`src/rtl/cim_pkg.sv`:
```
// Shared types for the CIM row sequencer: line-drive modes and FSM states.
package cim_pkg;

   typedef enum logic [1:0] {
      MODE_WRITE = 2'b00,
      MODE_MAC   = 2'b01,
      MODE_MACB  = 2'b10,
      MODE_CAM   = 2'b11
   } mode_t;

   typedef enum logic [1:0] {
      IDLE,
      PRECH,
      ASSERT,
      DONE
   } state_t;

endpackage

```
`src/rtl/cim_row_sequencer_if.sv`:
```
// Controller-facing bus of the row sequencer: request, handshake and array line drive.
interface cim_row_sequencer_if #(
   parameter int unsigned ROWS = 16,
   parameter int unsigned AW   = $clog2(ROWS)
);
   logic            cs;
   logic            start;
   logic [1:0]      mode;
   logic [AW-1:0]   addr;
   logic [AW:0]     burst_len;
   logic [ROWS-1:0] data;
   logic            busy;
   logic            done;
   logic            prech_en;
   logic [ROWS-1:0] WL;
   logic [ROWS-1:0] WLB;
   logic [AW-1:0]   row_idx;

   modport master (
      output cs, start, mode, addr, burst_len, data,
      input  busy, done, prech_en, WL, WLB, row_idx
   );

   modport slave (
      input  cs, start, mode, addr, burst_len, data,
      output busy, done, prech_en, WL, WLB, row_idx
   );
endinterface

```
`src/rtl/cim_onehot_dec.sv`:
```
// Combinational AW-to-ROWS one-hot decoder, shared by row and column drivers.
module cim_onehot_dec #(
   parameter int unsigned AW   = 4,
   parameter int unsigned ROWS = 1 << AW
) (
   input  logic [AW-1:0]   idx,
   output logic [ROWS-1:0] oh
);
   always_comb begin
      oh      = '0;
      oh[idx] = 1'b1;
   end
endmodule

```
`src/rtl/cim_row_sequencer.sv`:
```
// Row sequencer: precharge / word-line pulse timing with MAC bursts and CAM search drive.
module cim_row_sequencer
   import cim_pkg::*;
#(
   parameter int unsigned ROWS    = 16,
   parameter int unsigned AW      = $clog2(ROWS),
   parameter int unsigned PRECH_W = 1,
   parameter int unsigned PULSE_W = 2
) (
   input logic               clk,
   input logic               rst,
   cim_row_sequencer_if.slave bus
);
   localparam int unsigned CMAX = (PRECH_W > PULSE_W) ? PRECH_W : PULSE_W;
   localparam int unsigned CW   = (CMAX > 1) ? $clog2(CMAX) : 1;
   localparam logic [CW-1:0] PRECH_LD = CW'(PRECH_W - 1);
   localparam logic [CW-1:0] PULSE_LD = CW'(PULSE_W - 1);
   localparam logic [AW:0]   ROWS_L   = (AW + 1)'(ROWS);
   localparam logic [AW:0]   ONE_L    = (AW + 1)'(1);

   state_t          state_q, state_n;
   logic [CW-1:0]   cnt_q, cnt_n;
   logic [AW:0]     rem_q, rem_n;
   logic [AW-1:0]   row_q, row_n;
   mode_t           mode_q, mode_n;
   logic [ROWS-1:0] key_q, key_n;
   logic [AW:0]     len_clamped;
   logic [ROWS-1:0] oh_n;
   logic            busy_n, done_n, prech_n;
   logic [ROWS-1:0] wl_n, wlb_n;

   cim_onehot_dec #(.AW(AW), .ROWS(ROWS)) u_dec (
      .idx (row_n),
      .oh  (oh_n)
   );

   always_comb begin
      len_clamped = bus.burst_len;
      if (bus.burst_len == '0)
         len_clamped = ONE_L;
      else if (bus.burst_len > ROWS_L)
         len_clamped = ROWS_L;
   end

   always_comb begin
      state_n = state_q;
      cnt_n   = cnt_q;
      rem_n   = rem_q;
      row_n   = row_q;
      mode_n  = mode_q;
      key_n   = key_q;
      if (!bus.cs) begin
         state_n = IDLE;
         cnt_n   = '0;
         rem_n   = '0;
         row_n   = '0;
      end else begin
         case (state_q)
            IDLE: begin
               if (bus.start) begin
                  state_n = PRECH;
                  cnt_n   = PRECH_LD;
                  row_n   = bus.addr;
                  mode_n  = mode_t'(bus.mode);
                  key_n   = bus.data;
                  // write and CAM get a count of one so the burst exit covers them too
                  if (mode_t'(bus.mode) == MODE_MAC || mode_t'(bus.mode) == MODE_MACB)
                     rem_n = len_clamped;
                  else
                     rem_n = ONE_L;
               end
            end
            PRECH: begin
               if (cnt_q == '0) begin
                  state_n = ASSERT;
                  cnt_n   = PULSE_LD;
               end else begin
                  cnt_n = cnt_q - CW'(1);
               end
            end
            ASSERT: begin
               if (cnt_q == '0) begin
                  rem_n = rem_q - ONE_L;
                  if (rem_n != '0) begin
                     state_n = PRECH;
                     cnt_n   = PRECH_LD;
                     row_n   = row_q + AW'(1);
                  end else begin
                     state_n = DONE;
                  end
               end else begin
                  cnt_n = cnt_q - CW'(1);
               end
            end
            DONE:    state_n = IDLE;
            default: state_n = IDLE;
         endcase
      end
   end

   // Outputs are decoded from the next state so they appear registered in the same cycle as the state.
   always_comb begin
      busy_n  = (state_n == PRECH) || (state_n == ASSERT);
      done_n  = (state_n == DONE);
      prech_n = (state_n == PRECH);
      wl_n    = '0;
      wlb_n   = '0;
      if (state_n == ASSERT) begin
         case (mode_n)
            MODE_WRITE: begin
               wl_n  = oh_n;
               wlb_n = oh_n;
            end
            MODE_MAC:  wl_n  = oh_n;
            MODE_MACB: wlb_n = oh_n;
            MODE_CAM: begin
               wl_n  = key_n;
               wlb_n = ~key_n;
            end
            default: begin
               wl_n  = '0;
               wlb_n = '0;
            end
         endcase
      end
   end

   always_ff @(posedge clk or posedge rst) begin
      if (rst) begin
         state_q      <= IDLE;
         cnt_q        <= '0;
         rem_q        <= '0;
         row_q        <= '0;
         mode_q       <= MODE_WRITE;
         key_q        <= '0;
         bus.busy     <= 1'b0;
         bus.done     <= 1'b0;
         bus.prech_en <= 1'b0;
         bus.WL       <= '0;
         bus.WLB      <= '0;
         bus.row_idx  <= '0;
      end else begin
         state_q      <= state_n;
         cnt_q        <= cnt_n;
         rem_q        <= rem_n;
         row_q        <= row_n;
         mode_q       <= mode_n;
         key_q        <= key_n;
         bus.busy     <= busy_n;
         bus.done     <= done_n;
         bus.prech_en <= prech_n;
         bus.WL       <= wl_n;
         bus.WLB      <= wlb_n;
         bus.row_idx  <= row_n;
      end
   end
endmodule

```
`src/flat_wrapper.sv`:
```
// flat-port wrapper written by rule: the top's interface ports become plain ports
module cim_row_sequencer_flat import cim_pkg::*;
#(
   parameter int unsigned ROWS    = 16,
   parameter int unsigned AW      = $clog2(ROWS),
   parameter int unsigned PRECH_W = 1,
   parameter int unsigned PULSE_W = 2
)
  (clk, rst, bus_cs, bus_start, bus_mode, bus_addr, bus_burst_len, bus_data, bus_busy, bus_done, bus_prech_en, bus_WL, bus_WLB, bus_row_idx);
  cim_row_sequencer_if #(.ROWS(ROWS), .AW(AW)) bus_i ();
  input logic clk;
  input logic rst;
  input wire logic [$bits(bus_i.cs)-1:0] bus_cs;
  input wire logic [$bits(bus_i.start)-1:0] bus_start;
  input wire logic [$bits(bus_i.mode)-1:0] bus_mode;
  input wire logic [$bits(bus_i.addr)-1:0] bus_addr;
  input wire logic [$bits(bus_i.burst_len)-1:0] bus_burst_len;
  input wire logic [$bits(bus_i.data)-1:0] bus_data;
  output wire logic [$bits(bus_i.busy)-1:0] bus_busy;
  output wire logic [$bits(bus_i.done)-1:0] bus_done;
  output wire logic [$bits(bus_i.prech_en)-1:0] bus_prech_en;
  output wire logic [$bits(bus_i.WL)-1:0] bus_WL;
  output wire logic [$bits(bus_i.WLB)-1:0] bus_WLB;
  output wire logic [$bits(bus_i.row_idx)-1:0] bus_row_idx;
  assign bus_i.cs = bus_cs;
  assign bus_i.start = bus_start;
  assign bus_i.mode = bus_mode;
  assign bus_i.addr = bus_addr;
  assign bus_i.burst_len = bus_burst_len;
  assign bus_i.data = bus_data;
  assign bus_busy = bus_i.busy;
  assign bus_done = bus_i.done;
  assign bus_prech_en = bus_i.prech_en;
  assign bus_WL = bus_i.WL;
  assign bus_WLB = bus_i.WLB;
  assign bus_row_idx = bus_i.row_idx;
  cim_row_sequencer #(.ROWS(ROWS), .AW(AW), .PRECH_W(PRECH_W), .PULSE_W(PULSE_W)) u_core (.clk(clk), .rst(rst), .bus(bus_i));
endmodule
```
`config.mk`:
```
export PLATFORM = sky130hd
export DESIGN_NAME = cim_row_sequencer_flat
export DESIGN_NICKNAME = d
export VERILOG_FILES = /design/src/rtl/cim_pkg.sv /design/src/rtl/cim_row_sequencer_if.sv /design/src/rtl/cim_onehot_dec.sv /design/src/rtl/cim_row_sequencer.sv /design/src/flat_wrapper.sv
export SDC_FILE = /design/constraint.sdc
export NUM_CORES = 1
export LEC_CHECK = 0
export ABC_CLOCK_PERIOD_IN_PS = 4100
export BUFFER_PORTS_ARGS = -buffer_cell sky130_fd_sc_hd__buf_4
export CAP_MARGIN = 10
export CORE_MARGIN = 8
export CORE_UTILIZATION = 54
export DETAILED_ROUTE_END_ITERATION = 16
export GPL_TIMING_DRIVEN = 0
export PLACE_DENSITY = 0.87
export SLEW_MARGIN = 5
export SYNTH_ARGS = -nofsm -noshare
export SYNTH_HDL_FRONTEND = slang
export SYNTH_SLANG_ARGS = --single-unit
```
`constraint.sdc`:
```
create_clock -name clk -period 4.1 [get_ports clk]
set_clock_uncertainty 0.2 [all_clocks]
set_input_delay 0.615 -clock clk [delete_from_list [all_inputs] [get_ports clk]]
set_output_delay 0.615 -clock clk [all_outputs]
set_load 0.05 [all_outputs]
```
## Word-level counts from Yosys, hierarchy flattened

Index checks and enable logic that the tools add are counted.

- Register bits: 65
- Input bits: 31

- Add/subtract/negate cells: 3
- Order comparisons: 3
- Eq/ne operators: 15
- Mux-type cells: 35
- Bitwise logic cells: 1
- Reductions and logical operators: 11

Operator list:

| operator | number |
|---|---|
| 2-to-1 mux 16 bit | 5 |
| case mux 16 bit (2 select lines) | 2 |
| 2-to-1 mux 5 bit | 6 |
| 2-to-1 mux 2 bit | 8 |
| 2-to-1 mux 4 bit | 4 |
| inverter 16 bit | 1 |
| equality test 2 bit (second input constant) | 7 |
| case mux 5 bit (2 select lines) | 1 |
| equality test 2 x 1 -> 1 bit (second input constant) | 4 |
| case mux 2 bit (4 select lines) | 1 |
| case mux 4 bit (2 select lines) | 1 |
| != test 3 bit (second input constant) | 2 |
| greater-than comparator 5 bit (second input constant) | 1 |
| logical NOT 5 bit | 1 |
| < comparator 4 x 5 -> 1 bit (second input constant) | 1 |
| 2-to-1 mux 1 bit | 5 |
| nonzero test 5 bit | 1 |
| subtractor 5 x 1 -> 5 bit (second input constant) | 1 |
| adder 4 x 1 -> 4 bit (second input constant) | 1 |
| demux 1 bit (select 4 bit) | 1 |
| >= comparator 4 x 1 -> 1 bit (second input constant) | 1 |
| logical NOT 2 bit | 2 |
| != test 4 x 1 -> 1 bit (second input constant) | 1 |
| OR reduction 2 bit | 2 |
| 7 further kinds | 8 |

## Logic depth before layout (Yosys ltp)

Gate-level depths: netlist (run 1).

- Depth in word-level cells: 12
- Gate-level depth with buffers: 13
- Gate-level depth less buffers: 12

## Modules after synthesis

Synthesis (run 1) repeated with hierarchy kept, for this count alone.

- Cells, all modules: 339
- Area, all modules: 3,405.8 um^2

Modules (own cells, without submodules):

| module | times used | cells an instance | area an instance (um^2) | sequential area each (um^2) |
|---|---|---|---|---|
| cim_row_sequencer | 1 | 319 | 3,179.3 | 1,626.6 |
| cim_onehot_dec | 1 | 20 | 226.5 | 0.0 |

## Worst setup path before layout (run 1)

OpenSTA, ideal clock, no wires.

- Kind: register to register
- Start: register u_core.rem_q[0]
- End: register u_core.bus.WLB[0]
- Arrival time: 2.517 ns
- Required time: 3.760 ns
- Slack: 1.243 ns
- Cell stages (with the launch flop): 14
- Clock period less this slack: 2.857 ns
- Path through: dfrtp_1 inv_1 ha_1 and4bb_4 a21oi_4 a21boi_2 o311ai_0 inv_1 ha_1 buf_2 nand2_1 nor2_1 a31oi_1 o22ai_1

- Elaborated cells between the ends (all ways): 18
- Those cells by class: add/sub (1); order compare (2); eq/ne (1); mux (12); reduce/logical (2)

RTL lines:

| item | RTL line | text |
|---|---|---|
| start, declared | cim_row_sequencer.sv:23 | `logic [AW:0] rem_q, rem_n;` |
| start signal, assigned | cim_row_sequencer.sv:145 | `rem_q <= rem_n;` |
| subtractor 5 x 1 -> 5 bit | cim_row_sequencer.sv:83 | `rem_n = rem_q - ONE_L;` |
| nonzero test 5 bit | cim_row_sequencer.sv:84 | `if (rem_n != '0) begin` |
| 2-to-1 mux 2 bit | cim_row_sequencer.sv:84 |  |
| 2-to-1 mux 2 bit | cim_row_sequencer.sv:82 | `if (cnt_q == '0) begin` |
| case mux 2 bit (4 select lines) | cim_row_sequencer.sv:58 | `case (state_q)` |
| 2-to-1 mux 2 bit | cim_row_sequencer.sv:52 | `if (!bus.cs) begin` |
| via u_core.state_n[1] | cim_row_sequencer.sv:21 | `state_t state_q, state_n;` |
| equality test 2 bit | cim_row_sequencer.sv:108 | `if (state_n == ASSERT) begin` |
| 2-to-1 mux 16 bit | cim_row_sequencer.sv:108 |  |
| via u_core.wlb_n[0] | cim_row_sequencer.sv:30 | `logic [ROWS-1:0] wl_n, wlb_n;` |
| end signal, assigned | cim_row_sequencer.sv:153 | `bus.WLB <= wlb_n;` |
| end, declared | cim_row_sequencer_if.sv:26 | `output busy, done, prech_en, WL, WLB, row_idx` |

The timed path passes the listed nets, and every way through them passes these cells.
A chain may end at the register's enable or synchronous reset.

## Final worst setup path (run 1)

- Start: register u_core.rem_q[0]
- End: register u_core.bus.WL[0]

- Elaborated cells between the ends (all ways): 18
- Those cells by class: add/sub (1); order compare (2); eq/ne (1); mux (12); reduce/logical (2)

RTL lines:

| item | RTL line | text |
|---|---|---|
| subtractor 5 x 1 -> 5 bit | cim_row_sequencer.sv:83 |  |
| nonzero test 5 bit | cim_row_sequencer.sv:84 |  |
| 2-to-1 mux 2 bit | cim_row_sequencer.sv:84 |  |
| 2-to-1 mux 2 bit | cim_row_sequencer.sv:82 |  |
| case mux 2 bit (4 select lines) | cim_row_sequencer.sv:58 |  |
| 2-to-1 mux 2 bit | cim_row_sequencer.sv:52 |  |
| via u_core.state_n[1] | cim_row_sequencer.sv:21 |  |
| equality test 2 bit | cim_row_sequencer.sv:108 |  |
| 2-to-1 mux 16 bit | cim_row_sequencer.sv:108 |  |
| via u_core.wl_n[0] | cim_row_sequencer.sv:30 |  |
| end signal, assigned | cim_row_sequencer.sv:152 | `bus.WL <= wl_n;` |
| end, declared | cim_row_sequencer_if.sv:26 |  |

The timed path passes the listed nets, and every way through them passes these cells.

==> results of run 1 <==
-- state kept, by name, summed over array words and instances, names as in the netlist --
name / cells
u_core.bus.WLB: 16
u_core.bus.WL: 16
u_core.key_q: 16
u_core.rem_q: 5
u_core.bus.row_idx: 4
u_core.mode_q: 2
u_core.state_q: 2
u_core.bus.busy: 1
u_core.bus.done: 1
u_core.bus.prech_en: 1
u_core.cnt_q: 1
-- how the worst max path moves through the flow --
stage	startpoint	to	slack, ns
after floorplan	u_core.rem_q[0]	u_core.bus.WLB[0]	1.24
after global placement	u_core.rem_q[0]	u_core.bus.WLB[0]	0.87
after detailed placement	u_core.rem_q[0]	u_core.bus.WLB[0]	0.72
after CTS	u_core.rem_q[0]	u_core.bus.WLB[0]	0.69
after global routing	u_core.rem_q[0]	u_core.bus.WLB[0]	0.27
final	u_core.rem_q[0]	u_core.bus.WL[0]	0.65
-- layout make-up --
class                   count  area share (%)
well taps                  75            2.26
multi-input cells         191            36.4
flip-flops and latches     65            39.1
repair buffers             70            12.9
plain buffers              10            1.05
inverters                  32            2.89
clock inverters             4            1.84
clock buffers              12            3.49
-- synth_stat cells, types with 5 or more instances --
cell type                  count
sky130_fd_sc_hd__o21ai_0       8
sky130_fd_sc_hd__dfrtp_1      65
sky130_fd_sc_hd__clkbuf_1      5
sky130_fd_sc_hd__nor2_1       17
sky130_fd_sc_hd__o22ai_1      26
sky130_fd_sc_hd__a21oi_1       8
sky130_fd_sc_hd__ha_1          9
sky130_fd_sc_hd__nand2_1      14
sky130_fd_sc_hd__mux2_2       18
sky130_fd_sc_hd__inv_1        32
-- worst register-to-register path, stage by stage, from the launching register on --
cell and delay [ns]:
sky130_fd_sc_hd__dfrtp_1 0.46, sky130_fd_sc_hd__inv_1 0.09, sky130_fd_sc_hd__ha_1 0.29, sky130_fd_sc_hd__and4bb_4 0.26
sky130_fd_sc_hd__a21oi_4 0.22, sky130_fd_sc_hd__a21boi_2 0.11, sky130_fd_sc_hd__o311ai_0 0.45, sky130_fd_sc_hd__inv_1 0.16
sky130_fd_sc_hd__ha_1 0.27, sky130_fd_sc_hd__buf_2 0.20, sky130_fd_sc_hd__nand2_1 0.10, sky130_fd_sc_hd__nor2_1 0.05
sky130_fd_sc_hd__a31oi_1 0.29, sky130_fd_sc_hd__o22ai_1 0.15
-- power by group through the flow --
stage	logic, uW	clock network, uW	registers [uW]
global placement	1340	0	932
detailed placement	1400	0	947
finish	1420	614	938
CTS	1410	620	935
global route	1530	648	957
floorplan	836	0	1140
-- cells by family (layout without fill, tap and decap cells) --
logic type	count (synthesis)	in the layout	synth area share, %
xor+xnor	3	3	0.796
compound gates	87	87	20.4
mux	22	22	7.61
flops	65	65	49.2
buf+inv	42	128	4.96
fa+ha+maj	9	9	3.41
simple gates	70	70	13.6
-- metal layers --
metal | GRT usage [%] | wire length (microns)
met5 | 0 | 0
met1 | 23.1 | 3420
met4 | 8.32 | 131
met3 | 5.60 | 696
met2 | 33.4 | 4240
-- per-stage QoR --
| stage | cells | cell area (sq um) | utilization, % | total power (uW) | hold slack [ns] |
|---|---|---|---|---|---|
| after detailed placement | 443 | 3940 | 66.5 | 2350 | 0.294 |
| after global placement | 442 | 3920 | 66.1 | 2270 | 0.283 |
| final | 459 | 4160 | 70.2 | 2970 | 0.0965 |
| after global routing | 459 | 4160 | 70.2 | 3140 | 0.129 |
| after CTS | 459 | 4160 | 70.2 | 2970 | 0.111 |
| after floorplan | 298 | 3300 | - | 1970 | 0.269 |
==> results.txt, run 1 <==
- The run finished with clean final reports.
- In this run the remaining antenna-violating nets after routing total 0.
- Core Rows: 28
- Max-cap violations in this run came to 0.
- The die covers 8880 sq um.
- Hold Violations, Final: 0
- The count of pins over their slew limit is 0.
* Initial antenna violation count: 0
- For the final routed database, the setup TNS stands at 0 ns.
* I/O Pins: 70
* Leading cell type in the layout, fill and taps excluded: sky130_fd_sc_hd__buf_4
- Period Utilization, post-route: 84.1%
- The analysis attributes to net switching a power of 1280 uW.
- R2r worst-path depth: 13
- The first global-routing pass estimated 13800 microns of wire.
- Before CTS, the worst setup slack after placement is 0.717 ns.
- The die is 94.2 microns wide.
- The worst setup path is launched from a flip-flop.
- The critical path contains buffers and inverters numbering 3 combined.
- Synthesized cell area: 3300 sq um
- Insertion delay of the later-clocked pin in the worst-skew pair: 0.35 ns
- Once the floorplan was initialized, standard cells occupied 55.8% of the core.
- Endpoint of the lowest-slack register-to-register path: u_core.bus.WL[0]
- Fillers: 435
* Hold buffers post-CTS: 0
* Worst min-delay path category: input pin to asynchronous set/reset pin
* Arrival time worst endpoint: 3.44 ns
* Critical path, cell by cell: inv_1 -> ha_1 -> and4bb_4 -> a21oi_4 -> a21boi_2 -> o311ai_0 -> inv_1 -> ha_1 -> buf_2 -> nand2_1 -> nor2_1 -> a31oi_1 -> o22ai_1
- In this run, the number of DRC markers left after iteration 0 of detailed routing was 208.
- TritonCTS built the clock tree.
* Total global routing track utilization: 19.9%
* Worst voltage drop across the vdd grid: 0.387 mV
- In this run the critical register-to-register path is launched from u_core.rem_q[0].
* Post-synthesis sequential area ratio: 49.2%
- Clock tree buffer depth: 2
* CP max FO: 10
- Post-synth top area cell: sky130_fd_sc_hd__dfrtp_1
* Async set or reset register ratio after synthesis: 100%
- Per report_power, the sequential group accounts for 31.6% of the total.
* Area growth from synthesis to final layout: 25.8%
- After detailed routing, the average wire length per cell comes to 18.5 microns.
- Synthesized area per cell: 11.1 sq um
- Slowest Stage Delay on Critical Path: 0.46 ns
- The total overflow left after global routing is 0.
- Largest cells by area after synthesis: sky130_fd_sc_hd__dfrtp_1 49%, sky130_fd_sc_hd__mux2_2 6.1%, sky130_fd_sc_hd__o22ai_1 4.9%, sky130_fd_sc_hd__inv_1 3.6%, sky130_fd_sc_hd__ha_1 3.4%
* Synthesis Warnings: 0
- Post-synth top area share: 49.2%
* Leading cell types in the layout, fill and taps excluded: 70 x sky130_fd_sc_hd__buf_4, 65 x sky130_fd_sc_hd__dfrtp_1, 31 x sky130_fd_sc_hd__inv_1
* Delay-heaviest family, CP: compound AO/OA/AOI/OAI gates
- CTS placed an instance of sky130_fd_sc_hd__clkbuf_8 at the clock tree root.
* Total setup violations reported at the end of the flow: 0
* R2R setup slack: 0.65 ns
* Cell type of the slowest stage on the worst timing path: sky130_fd_sc_hd__dfrtp_1
- During placement, the flow inserted port buffers numbering 69.
* Total clock sinks: 65
* Post-route DRC violation count: 0
- After detailed routing, the number of vias per cell comes to 5.92.
- The via count of the first global-routing pass came to 2830.
- Net count reported at finish: 419
* Area occupied by multi-input gates: 1510 sq um
- Power spread over the standard cell area amounts to 714 nW/um^2.
- Synthesized Nets: 338
* Post-detailed-routing wire length: 8480 microns
* Sw Share: 43.0%
- Clock-pin slew on the worst setup and hold paths: 0.08 ns
* Maximum number of pins on one net before global-route repair: 45
- Required time worst endpoint: 4.09 ns
- At the end of routability-driven placement, the weighted congestion stood at 0.913.
* Fmax achieved: 290 MHz
* Post-DP HPWL: 6390 microns
- The internal power of the cells totals 1690 uW.
- Number of buffers inserted to repair setup after CTS: 0
- Num CTS Buffers: 9
- Number of H-tree levels: 3
* Count of cell types in the netlist: 67
* Actual slew at the worst max-slew pin: 0.680 ns
- After synthesis the netlist holds a flip-flop and latch count of 65.
- Leak pwr: 0.00202 uW
- The critical path crosses 13 cells after its start point.
- The worst path needs 3.45 ns of the cycle, external delays included.
- The repair_antennas step left the layout with diodes totalling 0.
* Post-synth EDFFs: 0
- Chip height: 94.2 microns
- Number of iterations in the first detailed-routing pass: 5
- Slew headroom: 54.2%
- In the post-route analysis, the smallest setup slack over all paths is 0.653 ns.
- The worst setup path is captured at a flip-flop.
- The critical path is of the flip-flop to flip-flop type.
- In the final layout, the share of cells above drive strength 1 is 35.7%.
- Setup repair after global routing left no endpoint under its margin.
- Main flop type after synthesis: sky130_fd_sc_hd__dfrtp_1
* Placeable core area: 5920 sq um
- Total area of sequential cells: 1630 sq um
- In the synthesized netlist, the number of instances is 298.
- Quantity of gates resized following cts: 0
* Part of the power in combinational logic: 47.7%
- Clock power share: 20.7%
* Total number of vias: 2717
No activity file was read; power rests on OpenSTA's default activity.
==> run 2: changes to the inputs <==
ABC_CLOCK_PERIOD_IN_PS = 2900   (was 4100)
CORE_UTILIZATION = 49   (was 54)
PLACE_DENSITY = 0.84   (was 0.87)
clock period = 2.9 ns   (was 4.1 ns; I/O delays follow)
==> results.txt, run 2 (synthesis gave the netlist of run 1 again) <==
- Result of the run: finished clean
- The total detailed-routing wirelength came to 8570 microns (+1.0%).
* Initial antenna violation count: 0 (unchanged)
- Chip height: 98.1 microns (+4.1%)
- The number of filler instances in the final layout is 511 (+17%).
* Timing startpoint of the critical path: u_core.rem_q[0]
- Starting Density: 49.7% (-6.1 points)
- Maximum number of pins on one net before global-route repair: 46 (+2.2%)
- The worst hold path belongs to the class input pin to flip-flop.
- Kind of capture point of the worst setup path: flip-flop
* Startpoint of the worst-slack reg-to-reg timing path: u_core.rem_q[0]
* Post-DP HPWL: 6220 microns (-2.8%)
* Clock-pin slew on the worst setup and hold paths: 0.08 ns (about the same)
- The standard cell core area came to 6640 sq um (+12%).
* Num CTS Buffers: 9 (unchanged)
- The leakage dissipation is 0.00208 uW (+3.0%).
* Aggregate global routing overflow: 0 (unchanged)
- Routability congestion estimate: 0.921 (+0.78%)
- The overall fraction of global-route tracks in use is 17.9% (-2.0 points).
- The via density per instance was 5.76 (-2.6%).
- Total of buffers placed on input and output ports: 69 (unchanged)
- The total of max-cap violations is 0 (unchanged).
- The total power after layout was 4370 uW (+47%).
* Area enclosed by the die boundary: 9620 sq um (+8.4%)
* I/O Pins: 70 (unchanged)
- Period Utilization, post-route: 96.9% (+13 points)
- The relative contribution of sequential cells to total power came to 30.3% (-1.3 points).
- The number of failing setup endpoints in the final timing report was 0 (unchanged).
- The number of cells in the design after placement was 448 (+1.1%).
- Core Rows: 30 (+7.1%)
- Actual slew at the worst max-slew pin: 0.739 ns (+0.0590 ns)
- Traced cell by cell, the critical path runs through inv_1 -> ha_2 -> nor4b_4 -> nand3_2 -> a21boi_4 -> o311ai_2 -> inv_2 -> ha_4 -> buf_6 -> nand2_1 -> nor2_2 -> a31oi_4 -> o22ai_2.
- In the final layout, the registers with the most flip-flops are u_core.bus.WLB x16, u_core.bus.WL x16, u_core.key_q x16.
- Number of iterations in the first detailed-routing pass: 5 (unchanged)
- Number of global-route vias before repair: 2817 (-0.46%)
- TritonCTS built the clock tree.
- The biggest cell delay along the critical path came to 0.42 ns (-0.04 ns).
- The first-iteration detailed-routing DRC count came to 112 (-46%).
- Fmax achieved: 356 MHz (+23%)
- Clock Tree Root: sky130_fd_sc_hd__clkbuf_8
- The H-tree depth was 3 (unchanged).
* Total clock sinks: 65 (unchanged)
- Leading cell type in the layout, fill and taps excluded: sky130_fd_sc_hd__buf_4
* Drt wl/cell: 18.2 microns (-1.4%)
- Area growth from synthesis to final layout: 31.6%
- Part of the power in combinational logic: 49.8% (+2.1 points)
* CP max FO: 10 (unchanged)
- The worst reg-to-reg path cell count was 13 (unchanged).
- Endpoint of the most critical setup path: u_core.bus.WL[2]
- Sw Share: 43.2% (+0.19 points)
* Critical setup path kind: flip-flop to flip-flop
* Worst voltage drop across the vdd grid: 0.480 mV (+24%)
- The final hold violation count was 0 (unchanged).
* Insertion delay of the later-clocked pin in the worst-skew pair: 0.35 ns (about the same)
- In this run the critical register-to-register path is captured at u_core.bus.WL[2].
- First-pass GRT wire length: 13800 microns (about the same)
* R2R setup slack: 0.09 ns (-0.56 ns)
* Internal power of the cells: 2480 uW (+47%)
- The clock share of power is 19.9% (-0.8 points).
- The net switching power is 1890 uW (+48%).
* Leading cell types in the layout, fill and taps excluded: 76 x sky130_fd_sc_hd__buf_4, 64 x sky130_fd_sc_hd__dfrtp_1, 30 x sky130_fd_sc_hd__inv_1
- The endpoint arrival time on the critical path is 2.86 ns (-0.58 ns).
- The post-route non-filler standard cell count was 470 (+2.4%).
* Required time worst endpoint: 2.96 ns (-1.13 ns)
- Net count reported at finish: 425 (+1.4%)
- Clock tree buffer depth: 2 (unchanged)
* Power Dens Cells: 1010 nW/um^2 (+41%)
- The number of antenna cells inserted was 0 (unchanged).
- Final period demand of the worst path: 2.81 ns (-0.638 ns)
- Final ANT Viol Nets: 0 (unchanged)
- Total number of vias: 2709 (-0.29%)
- The slowest stage of the critical path belongs to the cell sky130_fd_sc_hd__dfrtp_2.
- The DRC violation count after routing came to 0 (unchanged).
- Slew headroom: 50.2% (-4.0 points)
* CP Launch Type: flip-flop
- The count of pins over their slew limit came to 0 (unchanged).
- The ratio of cells with drive above 1 in the final layout is 40.8% (+5.1 points).
- The die width came to 98.1 microns (+4.1%).
run 2: worst max-delay path, delay by kind of cell (launching register included):
kind                     cells  cell delay, ns
adder cells (fa/ha/maj)      2            0.40
flip-flops                   1            0.42
AND/OR/NAND/NOR              4            0.76
AO/OA/AOI/OAI                4            0.55
buffers and inverters        3            0.35
run 2: layout make-up:
class                   instances  area [sq um]  share of cell area, %
plain buffers                   9          51.3                   1.18
clock buffers                  10           138                   3.17
clock inverters                 6          90.1                   2.07
inverters                      32           120                   2.76
multi-input cells             191          1630                   37.4
flip-flops and latches         65          1630                   37.5
well taps                      80           100                   2.30
repair buffers                 77           593                   13.6
run 2: power by group through the flow:
stage	clock network [uW]	logic (uW)	registers [uW]
floorplan	0	1180	1610
global placement	0	1900	1320
detailed placement	0	1970	1340
CTS	882	2040	1320
global route	921	2340	1350
finish	869	2180	1330
run 2: worst min-delay path by stage:
stage	start	endpoint	slack [ns]	cells after the start
finish	bus_data[14]	u_core.key_q[14]	0.15	2
global route	bus_data[9]	u_core.key_q[9]	0.15	2
CTS	bus_data[14]	u_core.key_q[14]	0.14	2
detailed placement	rst	u_core.bus.done	0.30	2
global placement	u_core.key_q[11]	u_core.key_q[11]	0.28	2
floorplan	u_core.key_q[11]	u_core.key_q[11]	0.27	2
run 2: metal layers:
metal	routed length, microns	up-vias	GRT usage [%]	share of wire (%)
li1	-	1267	-	-
met1	3670	1316	21.3	43
met2	4180	111	30.0	49
met3	575	15	4.91	6.7
met4	142	0	6.95	1.7
met5	0	-	0	0
run 2: per-stage QoR:
stage	setup slack, ns	setup TNS [ns]	hold WS, ns	utilization (%)	instance area [sq um]
after floorplan	0.0428	0	0.269	-	3300
after global placement	-0.353	-7.44	0.281	59.0	3920
after CTS	0.00591	0	0.142	63.8	4240
after global routing	-0.0341	-0.114	0.151	65.4	4350
final	0.0908	0	0.153	65.4	4350
after detailed placement	-0.474	-7.66	0.296	59.3	3940
run 2: repair_timing:
action / 4_1_cts / 5_1_grt
cloned: 0 / 0
endpoints found under the hold margin: 20 / 0
buffers inserted: 3 / 3
pin swaps: 3 / 7
hold buffers: 1 / 0
resized for setup: 11 / 17
endpoints found under the setup margin: 32 / 31
